[src/rtl/ws_bit_decoder.sv]
`default_nettype none
`timescale 1ns/1ps
// ============================================================================
// ws_bit_decoder : WS2812-style single-wire bit decoder (sync, window decode,
//                  low-time legality, stuck-line and treset detection)
// Revision 1.0
// ============================================================================
module ws_bit_decoder #(
    parameter int CNT_W         = 12,
    parameter int SYNC_STAGES   = 2,
    parameter int T0H_MIN       = 10,
    parameter int T0H_MAX       = 27,
    parameter int T1H_MIN       = 30,
    parameter int T1H_MAX       = 50,
    parameter int TLOW_MIN      = 10,
    parameter int TRESET_CYCLES = 2500,
    parameter int BITCNT_W      = 16
) (
    input  logic                i_clk,
    input  logic                i_reset_n,
    input  logic                i_din,
    output logic                o_bit,
    output logic                o_bit_valid,
    output logic                o_err,
    output logic [1:0]          o_err_code,
    output logic                o_treset,
    output logic [BITCNT_W-1:0] o_bit_cnt
);

    localparam logic [CNT_W-1:0] c_CNT_MAX  = {CNT_W{1'b1}};
    localparam logic [CNT_W-1:0] c_T0H_MIN  = CNT_W'(T0H_MIN);
    localparam logic [CNT_W-1:0] c_T0H_MAX  = CNT_W'(T0H_MAX);
    localparam logic [CNT_W-1:0] c_T1H_MIN  = CNT_W'(T1H_MIN);
    localparam logic [CNT_W-1:0] c_T1H_MAX  = CNT_W'(T1H_MAX);
    localparam logic [CNT_W-1:0] c_TLOW_MIN = CNT_W'(TLOW_MIN);
    localparam logic [CNT_W-1:0] c_TRESET   = CNT_W'(TRESET_CYCLES);
    localparam logic [CNT_W-1:0] c_ONE      = CNT_W'(1);
    localparam logic [BITCNT_W-1:0] c_BITCNT_MAX = {BITCNT_W{1'b1}};

    localparam logic [1:0] c_ERR_HIGH_WIDTH = 2'd0;
    localparam logic [1:0] c_ERR_STUCK_HIGH = 2'd1;
    localparam logic [1:0] c_ERR_LOW_SHORT  = 2'd2;

    generate
        if (!(SYNC_STAGES >= 2 && T0H_MIN <= T0H_MAX && T0H_MAX < T1H_MIN &&
              T1H_MIN <= T1H_MAX && T1H_MAX < TRESET_CYCLES &&
              TLOW_MIN < TRESET_CYCLES && TRESET_CYCLES < (1 << CNT_W))) begin : g_bad_params
            $error("ws_bit_decoder: inconsistent timing parameters");
        end
    endgenerate

    typedef enum logic [1:0] {
        ST_RESYNC = 2'd0,
        ST_ARMED  = 2'd1,
        ST_HIGH   = 2'd2,
        ST_LOW    = 2'd3
    } state_t;

    state_t                 r_state;
    logic [SYNC_STAGES-1:0] r_sync;
    logic                   r_s_q;
    logic [CNT_W-1:0]       r_cnt;

    logic             w_s;
    logic             w_rise;
    logic             w_fall;
    logic [CNT_W-1:0] w_cnt_inc;

    assign w_s       = r_sync[SYNC_STAGES-1];
    assign w_rise    = w_s & ~r_s_q;
    assign w_fall    = ~w_s & r_s_q;
    assign w_cnt_inc = (r_cnt == c_CNT_MAX) ? r_cnt : r_cnt + c_ONE;

    always_ff @(posedge i_clk or negedge i_reset_n) begin
        if (!i_reset_n) begin
            r_sync <= '0;
            r_s_q  <= 1'b0;
        end else begin
            r_sync <= {r_sync[SYNC_STAGES-2:0], i_din};
            r_s_q  <= w_s;
        end
    end

    always_ff @(posedge i_clk or negedge i_reset_n) begin
        if (!i_reset_n) begin
            r_state     <= ST_RESYNC;
            r_cnt       <= '0;
            o_bit       <= 1'b0;
            o_bit_valid <= 1'b0;
            o_err       <= 1'b0;
            o_err_code  <= 2'd0;
            o_treset    <= 1'b0;
            o_bit_cnt   <= '0;
        end else begin
            o_bit_valid <= 1'b0;
            o_err       <= 1'b0;
            case (r_state)
                ST_RESYNC: begin
                    // Only an unbroken low run of TRESET_CYCLES re-arms the decoder.
                    if (w_s) begin
                        r_cnt <= '0;
                    end else begin
                        r_cnt <= w_cnt_inc;
                        if (r_cnt >= c_TRESET) begin
                            r_state  <= ST_ARMED;
                            o_treset <= 1'b1;
                        end
                    end
                end
                ST_ARMED: begin
                    if (w_rise) begin
                        r_cnt     <= c_ONE;
                        r_state   <= ST_HIGH;
                        o_treset  <= 1'b0;
                        o_bit_cnt <= '0;
                    end else begin
                        r_cnt <= w_cnt_inc;
                    end
                end
                ST_HIGH: begin
                    if (w_fall) begin
                        r_cnt <= c_ONE;
                        if (r_cnt >= c_T1H_MIN && r_cnt <= c_T1H_MAX) begin
                            o_bit       <= 1'b1;
                            o_bit_valid <= 1'b1;
                            o_bit_cnt   <= (o_bit_cnt == c_BITCNT_MAX) ? o_bit_cnt : o_bit_cnt + 1'b1;
                            r_state     <= ST_LOW;
                        end else if (r_cnt >= c_T0H_MIN && r_cnt <= c_T0H_MAX) begin
                            o_bit       <= 1'b0;
                            o_bit_valid <= 1'b1;
                            o_bit_cnt   <= (o_bit_cnt == c_BITCNT_MAX) ? o_bit_cnt : o_bit_cnt + 1'b1;
                            r_state     <= ST_LOW;
                        end else begin
                            o_err      <= 1'b1;
                            o_err_code <= c_ERR_HIGH_WIDTH;
                            r_state    <= ST_RESYNC;
                        end
                    end else begin
                        r_cnt <= w_cnt_inc;
                        if (r_cnt > c_T1H_MAX) begin
                            o_err      <= 1'b1;
                            o_err_code <= c_ERR_STUCK_HIGH;
                            r_state    <= ST_RESYNC;
                        end
                    end
                end
                ST_LOW: begin
                    if (w_rise) begin
                        r_cnt <= c_ONE;
                        if (r_cnt < c_TLOW_MIN) begin
                            o_err      <= 1'b1;
                            o_err_code <= c_ERR_LOW_SHORT;
                            r_state    <= ST_RESYNC;
                        end else begin
                            r_state <= ST_HIGH;
                        end
                    end else begin
                        r_cnt <= w_cnt_inc;
                        if (r_cnt >= c_TRESET) begin
                            r_state  <= ST_ARMED;
                            o_treset <= 1'b1;
                        end
                    end
                end
                default: begin
                    r_state <= ST_RESYNC;
                    r_cnt   <= '0;
                end
            endcase
        end
    end

endmodule
`default_nettype wire

[config.mk]
export PLATFORM = sky130hd
export DESIGN_NAME = ws_bit_decoder
export DESIGN_NICKNAME = d
export VERILOG_FILES = /design/src/rtl/ws_bit_decoder.sv
export SDC_FILE = /design/constraint.sdc
export NUM_CORES = 1
export LEC_CHECK = 0
export CELL_PAD_IN_SITES_DETAIL_PLACEMENT = 0
export CELL_PAD_IN_SITES_GLOBAL_PLACEMENT = 1
export CORE_UTILIZATION = 40
export DETAILED_ROUTE_END_ITERATION = 8
export PLACE_DENSITY = 0.8
export SETUP_SLACK_MARGIN = 0.5
export SLEW_MARGIN = 20
export SYNTH_ARGS = -nofsm -noshare
export SYNTH_HDL_FRONTEND = slang
export SYNTH_SLANG_ARGS = --single-unit
[constraint.sdc]
create_clock -name i_clk -period 2.9 [get_ports i_clk]
set_input_delay 0.29 -clock i_clk [delete_from_list [all_inputs] [get_ports i_clk]]
set_output_delay 0.29 -clock i_clk [all_outputs]
set_load 0.1 [all_outputs]
# Word-level counts from Yosys, hierarchy flattened
# Index checks and enable logic that the tools add are counted.
word_totals:
  register_bits: 39
  input_bits: 3
  out_inout_bits: 22
  wordCells: 97
op_classes:
  addsub: 2
  n_lt_le_gt_ge: 7
  eq_ne: 15
  muxes: 46
  bitwise: 4
  n_reduce_logical: 13
ops:
  columns: ["cell", "n"]
  rows:
  - ["2-to-1 mux 16 bit", 5]
  - ["2-to-1 mux 12 bit", 4]
  - ["case mux 12 bit (3 select lines)", 1]
  - ["case mux 16 bit (2 select lines)", 1]
  - ["2-to-1 mux 2 bit", 15]
  - ["adder 16 x 1 -> 16 bit, second input constant", 1]
  - ["equality test 16 bit, second input constant", 1]
  - ["2-to-1 mux 1 bit", 16]
  - ["adder 12 x 1 -> 12 bit, second input constant", 1]
  - ["equality test 12 bit, second input constant", 1]
  - [">= comparator 12 bit, second input constant", 1]
  - [">= comparator 12 x 4 -> 1 bit, second input constant", 1]
  - [">= comparator 12 x 5 -> 1 bit, second input constant", 1]
  - ["greater-than comparator 12 x 6 -> 1 bit, second input constant", 1]
  - ["less-or-equal comparator 12 x 5 -> 1 bit, second input constant", 1]
  - ["less-or-equal comparator 12 x 6 -> 1 bit, second input constant", 1]
  - ["< comparator 12 x 4 -> 1 bit, second input constant", 1]
  - ["inequality test 2 bit, second input constant", 6]
  - ["inequality test 3 bit, second input constant", 4]
  - ["case mux 2 bit (4 select lines)", 1]
  - ["AND reduction 4 bit", 2]
  - ["AND reduction 3 bit", 2]
  - ["AND reduction 6 bit", 1]
  - ["nonzero test 2 bit", 3]
  - ["11 further kinds", 15]

# Longest topological paths before layout
depth:
  ltp_word: 6
  ltp_mapped: 8
  depth_no_buf: 8

# Worst setup path after synthesis
# Ideal clock, no wire load.
synth_path:
  path_kind: "register to register"
  start: "reg o_bit_cnt[0]"
  end: "reg o_bit_cnt[12]"
  setup_ns: 0.078
  arrival_ns: 2.332
  required_ns: 2.822
  path_slack_ns: 0.491
  path_stages_with_launch: 8
  path_buffers: 0
  period_less_slack_ns: 2.409
  cell_sequence: "dfrtp_1 > ha_1 > nand3_1 > nor4_1 > a22oi_2 > o211ai_2 > or3_1 > a21oi_1"
synth_via:
  elab_chain_len: 6
  word_cells_on_any_way: 7
  classes_between: "add/sub (1); eq/ne (1); mux (5)"
synth_rtl:
  columns: ["item", "line", "text"]
  rows:
  - ["start, declared", "27", "output logic [BITCNT_W-1:0] o_bit_cnt"]
  - ["start signal, assigned", "126", "o_bit_cnt <= (o_bit_cnt == c_BITCNT_MAX) ? o_bit_cnt : o_bit_cnt + 1'b1;"]
  - ["start signal, assigned", "131", "o_bit_cnt <= (o_bit_cnt == c_BITCNT_MAX) ? o_bit_cnt : o_bit_cnt + 1'b1;"]
  - ["adder 16 x 1 -> 16 bit or equality test 16 bit (tied branches)", "126, 131", null]
  - ["2-to-1 mux 16 bit (*)", "126, 131", null]
  - ["2-to-1 mux 16 bit", "128", "end else if (r_cnt >= c_T0H_MIN && r_cnt <= c_T0H_MAX) begin"]
  - ["2-to-1 mux 16 bit (*)", "123", "if (r_cnt >= c_T1H_MIN && r_cnt <= c_T1H_MAX) begin"]
  - ["2-to-1 mux 16 bit (*)", "121", "if (w_fall) begin"]
  - ["case mux 16 bit (2 select lines) (*)", "97", "case (r_state)"]
# Every way passes the cells marked *; elsewhere a longest branch is shown, timed or not. The select of a mux whose other input is x is not followed.
# A chain may end at the register's enable or synchronous reset.

# Final worst setup path
layout_path:
  start: "reg r_cnt[0]"
  end: "reg o_bit_cnt[13]"
layout_via:
  elab_chain_len: 5
  word_cells_on_any_way: 11
  classes_between: "order compare (4); eq/ne (1); mux (3); reduce/logical (3)"
layout_rtl:
  columns: ["item", "line", "text"]
  rows:
  - ["start, declared", "62", "logic [CNT_W-1:0] r_cnt;"]
  - ["start signal, assigned", "103", "r_cnt <= w_cnt_inc;"]
  - ["start signal, assigned", "112", "r_cnt <= c_ONE;"]
  - ["start signal, assigned", "117", "r_cnt <= w_cnt_inc;"]
  - [">= comparator 12 x 5 -> 1 bit or less-or-equal comparator 12 x 6 -> 1 bit (tied branches)", "123", null]
  - ["logical AND 1 bit", "123", null]
  - ["2-to-1 mux 16 bit", "123", null]
  - ["2-to-1 mux 16 bit", "121", null]
  - ["case mux 16 bit (2 select lines)", "97", null]
# Parallel ways exist; a longest one is shown, timed or not. The select of a mux whose other input is x is not followed.

==> results.py <==
metrics = {
    "grt": {
        "grt_util_all_layers_pct": 18.38,
        "first_global_vias": 1721,
        "grt.overflow.total": 0,
        "grt_first_pass_wirelength_microns": 7866,
        "maximum_number_of_pins_on_one_net_before_global_route_repair": 40,
        "number_of_antenna_violations_at_the_first_check_in_global_routing": 0,
    },
    "final_layout": {
        "final_cells": 336,
        "layout.cells.most_common": "sky130_fd_sc_hd__dfrtp_1",
        "antenna_cells_inserted": 0,
        "fillCellCount": 497,
        "area_delta_synth_final_pct": 18.92,
        "layout.cells.most_common_list": "sky130_fd_sc_hd__dfrtp_1 (37), sky130_fd_sc_hd__nor2_1 (34), sky130_fd_sc_hd__buf_4 (31)",
        "layout-drive-gt1-share_pct": 17.67,
        "design.final.nets": 271,
    },
    "die": {
        "placeableCoreArea_sq_um": 5107,
        "row_count": 26,
        "floorplan.die_area_sq_um": 5585,
        "die_y_microns": 74.73,
        "die_w_microns": 74.73,
        "initial_utilization_pct": 41.43,
        "ioPinCount": 25,
    },
    "sta": {
        "tns_ps": 0,
        "max-slew-margin-rel_pct": 41.19,
        "max_slew.worst_pin.slew_ps": 882.2,
        "setup_repair_after_global_routing_missed_its_margin": "yes",
        "finalSetupViolations": 0,
        "maxClockFrequency_mhz": 445.6,
        "finalMaxSlewViolations": 0,
        "worst_slack_ps": 655.7,
        "period_needed_ps": 2244,
        "clock_skew_ps": 7.503,
        "timing.final.hold_violations": 0,
        "timing.final.crit_share_pct": 77.39,
    },
    "clock_network": {
        "post_cts_hold_buffer_count": 0,
        "cts-root-to-sink-buffers": 2,
        "cts.reportedPaths.clkPinSlew_ps": 80,
        "tritoncts": "yes",
        "sinks_on_the_clock_net": 39,
        "cts_buffers": 5,
        "insertion_delay_ps": 290,
        "cts_root_buffer": "sky130_fd_sc_hd__clkbuf_8",
        "htree_num_levels": 2,
    },
    "critical_path": {
        "critical_path.top_delay_family": "compound AO/OA/AOI/OAI gates",
        "cp.buffers_inverters": 2,
        "worstRegToRegCells": 9,
        "cp-start-kind": "flip-flop",
        "worst_setup_path_end_kind": "flip-flop",
        "kind_of_critical_path": "flip-flop to flip-flop",
        "worstPathMaxFanout": 8,
        "timing.reg2reg.setup_slack_ps": 660,
        "critical_path_arrival_ps": 2470,
        "required_time_at_the_worst_slack_endpoint_ps": 3120,
        "timing.rr.end": "o_bit_cnt[13]$_DFFE_PN0P_",
        "critical_path_max_stage_delay_ps": 430,
        "crit_path_cell_trace": "inv_1 -> ha_1 -> o2111a_1 -> o22ai_1 -> a211oi_4 -> buf_4 -> o211ai_1 -> or3_1 -> a21oi_1",
        "slowest_stage_cell_on_the_critical_path": "sky130_fd_sc_hd__dfrtp_1",
        "worst_r2r_startpoint": "r_cnt[0]$_DFF_PN0_",
        "timing.critical_path.depth": 9,
    },
    "place": {
        "dp_worst_setup_slack_ps": 471.7,
        "io_buffer_count": 24,
        "place.detailed.instances": 322,
        "replace_congestion": 0.8765,
        "detailed_place_hpwl_microns": 3204,
    },
    "synthesis": {
        "synthesis.area_sq_um": 2116,
        "ys_types": 45,
        "synth_adder_area_share_pct": 1.774,
        "syn-instance-count": 234,
        "synth_top_family_by_area": "simple AND/OR/NAND/NOR gates",
        "number_of_flip_flops_and_latches_in_the_synthesized_netlist": 39,
        "synth_xor_area_share_pct": 5.795,
        "synthesis.yosys.warnings": 0,
        "synth_simple_gate_area_share_pct": 23.18,
        "average_cell_area_after_synthesis_sq_um": 9.042,
        "postSynthNetCount": 240,
        "synth.area.mux_share_pct": 0.9462,
        "synth-compound-area-share_pct": 18.63,
        "seq_area_frac_synth_pct": 46.13,
    },
    "power_and_ir_drop": {
        "static-leakage-power_nw": 1.151,
        "power_per_cell_area_nw_per_um2": 396.9,
        "finalPower_w": 0.0009986,
        "peakVddDrop_v": 0.0002396,
    },
    "detailed_routing": {
        "route.detailed.drc": 0,
        "final_wirelength_microns": 4656,
        "drt_pre_antenna_iters": 7,
        "number_of_vias_per_cell_after_detailed_routing": 5.372,
        "drt_first_iter_violations": 100,
        "ant_nets": 0,
        "routedWlPerCell_microns": 13.86,
        "vias": 1805,
    },
    "flow_run": {
        "max_cap_violations": 0,
    },
    "outcome": {
        "status": "finished clean",
    },
    "worst_hold_path": {
        "min_path_type": "input pin to asynchronous set/reset pin",
    },
}
logic make-up (layout without fill, tap and decap cells):
kind of cell | after synthesis | in the layout
compound gates | 56 | 56
xor+xnor | 14 | 14
buf+inv | 18 | 50
simple gates | 102 | 102
mux | 2 | 2
fa+ha+maj | 3 | 3
flops | 39 | 39
routing by layer:
layer	share of wire, %	track usage, %	up-vias
met5	0	0	-
met4	1.5	7.338	0
met3	3.1	4.284	9
met2	47	30.03	25
met1	48	23.60	864
li1	-	-	907
final cells by class:
cell class / instances / area, sq um / share of cell area [%]
clock inverters: 1 / 7.507 / 0.2984
clock buffers: 7 / 96.34 / 3.829
well taps: 70 / 87.58 / 3.481
flip-flops and latches: 39 / 978.4 / 38.89
repair buffers: 33 / 247.7 / 9.846
inverters: 9 / 33.78 / 1.343
multi-input cells: 177 / 1065 / 42.32
how the worst max path moves through the flow:
stage,from,endpoint
6_report,r_cnt[0]$_DFF_PN0_,o_bit_cnt[13]$_DFFE_PN0P_
5_1_grt,r_cnt[0]$_DFF_PN0_,o_bit_cnt[7]$_DFFE_PN0P_
4_1_cts,r_cnt[0]$_DFF_PN0_,o_bit_cnt[13]$_DFFE_PN0P_
3_5_place_dp,r_state[0]$_DFFE_PN0P_,o_bit_cnt[12]$_DFFE_PN0P_
3_3_place_gp,r_state[0]$_DFFE_PN0P_,o_bit_cnt[12]$_DFFE_PN0P_
2_1_floorplan,o_bit_cnt[1]$_DFFE_PN0P_,o_bit_cnt[12]$_DFFE_PN0P_
cells in the mapped netlist (all sizes together):
master | count | share of area (%)
o2111ai | 4 | 1.7
or2 | 1 | 0.30
a211o | 1 | 0.41
clkbuf | 8 | 1.4
a211oi | 3 | 1.7
a31oi | 4 | 1.2
nand2 | 23 | 4.1
a22oi | 4 | 1.7
ha | 3 | 1.8
nand4 | 5 | 1.5
a21oi | 9 | 2.1
a21boi | 1 | 0.35
inv | 9 | 1.6
nand3b | 1 | 0.35
and4 | 2 | 0.83
nand2b | 5 | 1.5
nand3 | 10 | 2.4
nor4bb | 1 | 0.47
o2111a | 1 | 0.53
buf | 1 | 0.53
nor2b | 2 | 0.59
xor2 | 9 | 3.7
or3 | 4 | 1.2
or4 | 2 | 0.71
a2bb2oi | 1 | 0.41
a21o | 1 | 0.35
o21ai | 15 | 3.7
o22ai | 1 | 0.30
a221oi | 1 | 0.41
nor2 | 34 | 6.0
xnor2 | 5 | 2.1
and3 | 7 | 2.1
mux2i | 2 | 0.95
o211ai | 7 | 2.7
o31ai | 1 | 0.35
o41ai | 1 | 0.41
nor4 | 1 | 0.30
o21bai | 1 | 0.35
dfrtp | 39 | 46
nor3 | 4 | 0.95
sequential cells by signal (all words and copies together) (netlist names):
register and flops:
o_treset 1, o_err 1, o_bit_cnt 16, r_cnt 12, r_sync 2, o_err_code 2
r_s_q 1, o_bit 1, r_state 2, o_bit_valid 1
timing repair:
item	in CTS	in global routing
cloned	0	0
pin swaps	1	1
resized for setup	0	1
setup endpoints to repair	5	6
setup buffers	4	2
report_power, final:
group,total (W),leakage (nW),internal [W],switching (W)
logic,0.0000344,0.568,0.0000106,0.0000238
registers,0.000558,0.532,0.000549,0.00000879
clock network,0.000407,0.0505,0.000216,0.000190
total,0.000999,1.15,0.000776,0.000223
worst reg2reg max path: stages (launching register included):
cell and delay, ps:
sky130_fd_sc_hd__dfrtp_1 430, sky130_fd_sc_hd__inv_1 120, sky130_fd_sc_hd__ha_1 160, sky130_fd_sc_hd__o2111a_1 210, sky130_fd_sc_hd__o22ai_1 140, sky130_fd_sc_hd__a211oi_4 250, sky130_fd_sc_hd__buf_4 200, sky130_fd_sc_hd__o211ai_1 150
sky130_fd_sc_hd__or3_1 380, sky130_fd_sc_hd__a21oi_1 140
through the flow:
step | instance area, sq um | util, % | hold slack, ps
floorplan | 2117 | - | -5.591
global placement | 2366 | 46.33 | 334.4
detailed placement | 2366 | 46.33 | 341.8
CTS | 2500 | 48.95 | 138.3
global route | 2516 | 49.27 | 186.7
finish | 2516 | 49.27 | 103.1
Power figures use the tool's default switching activity.
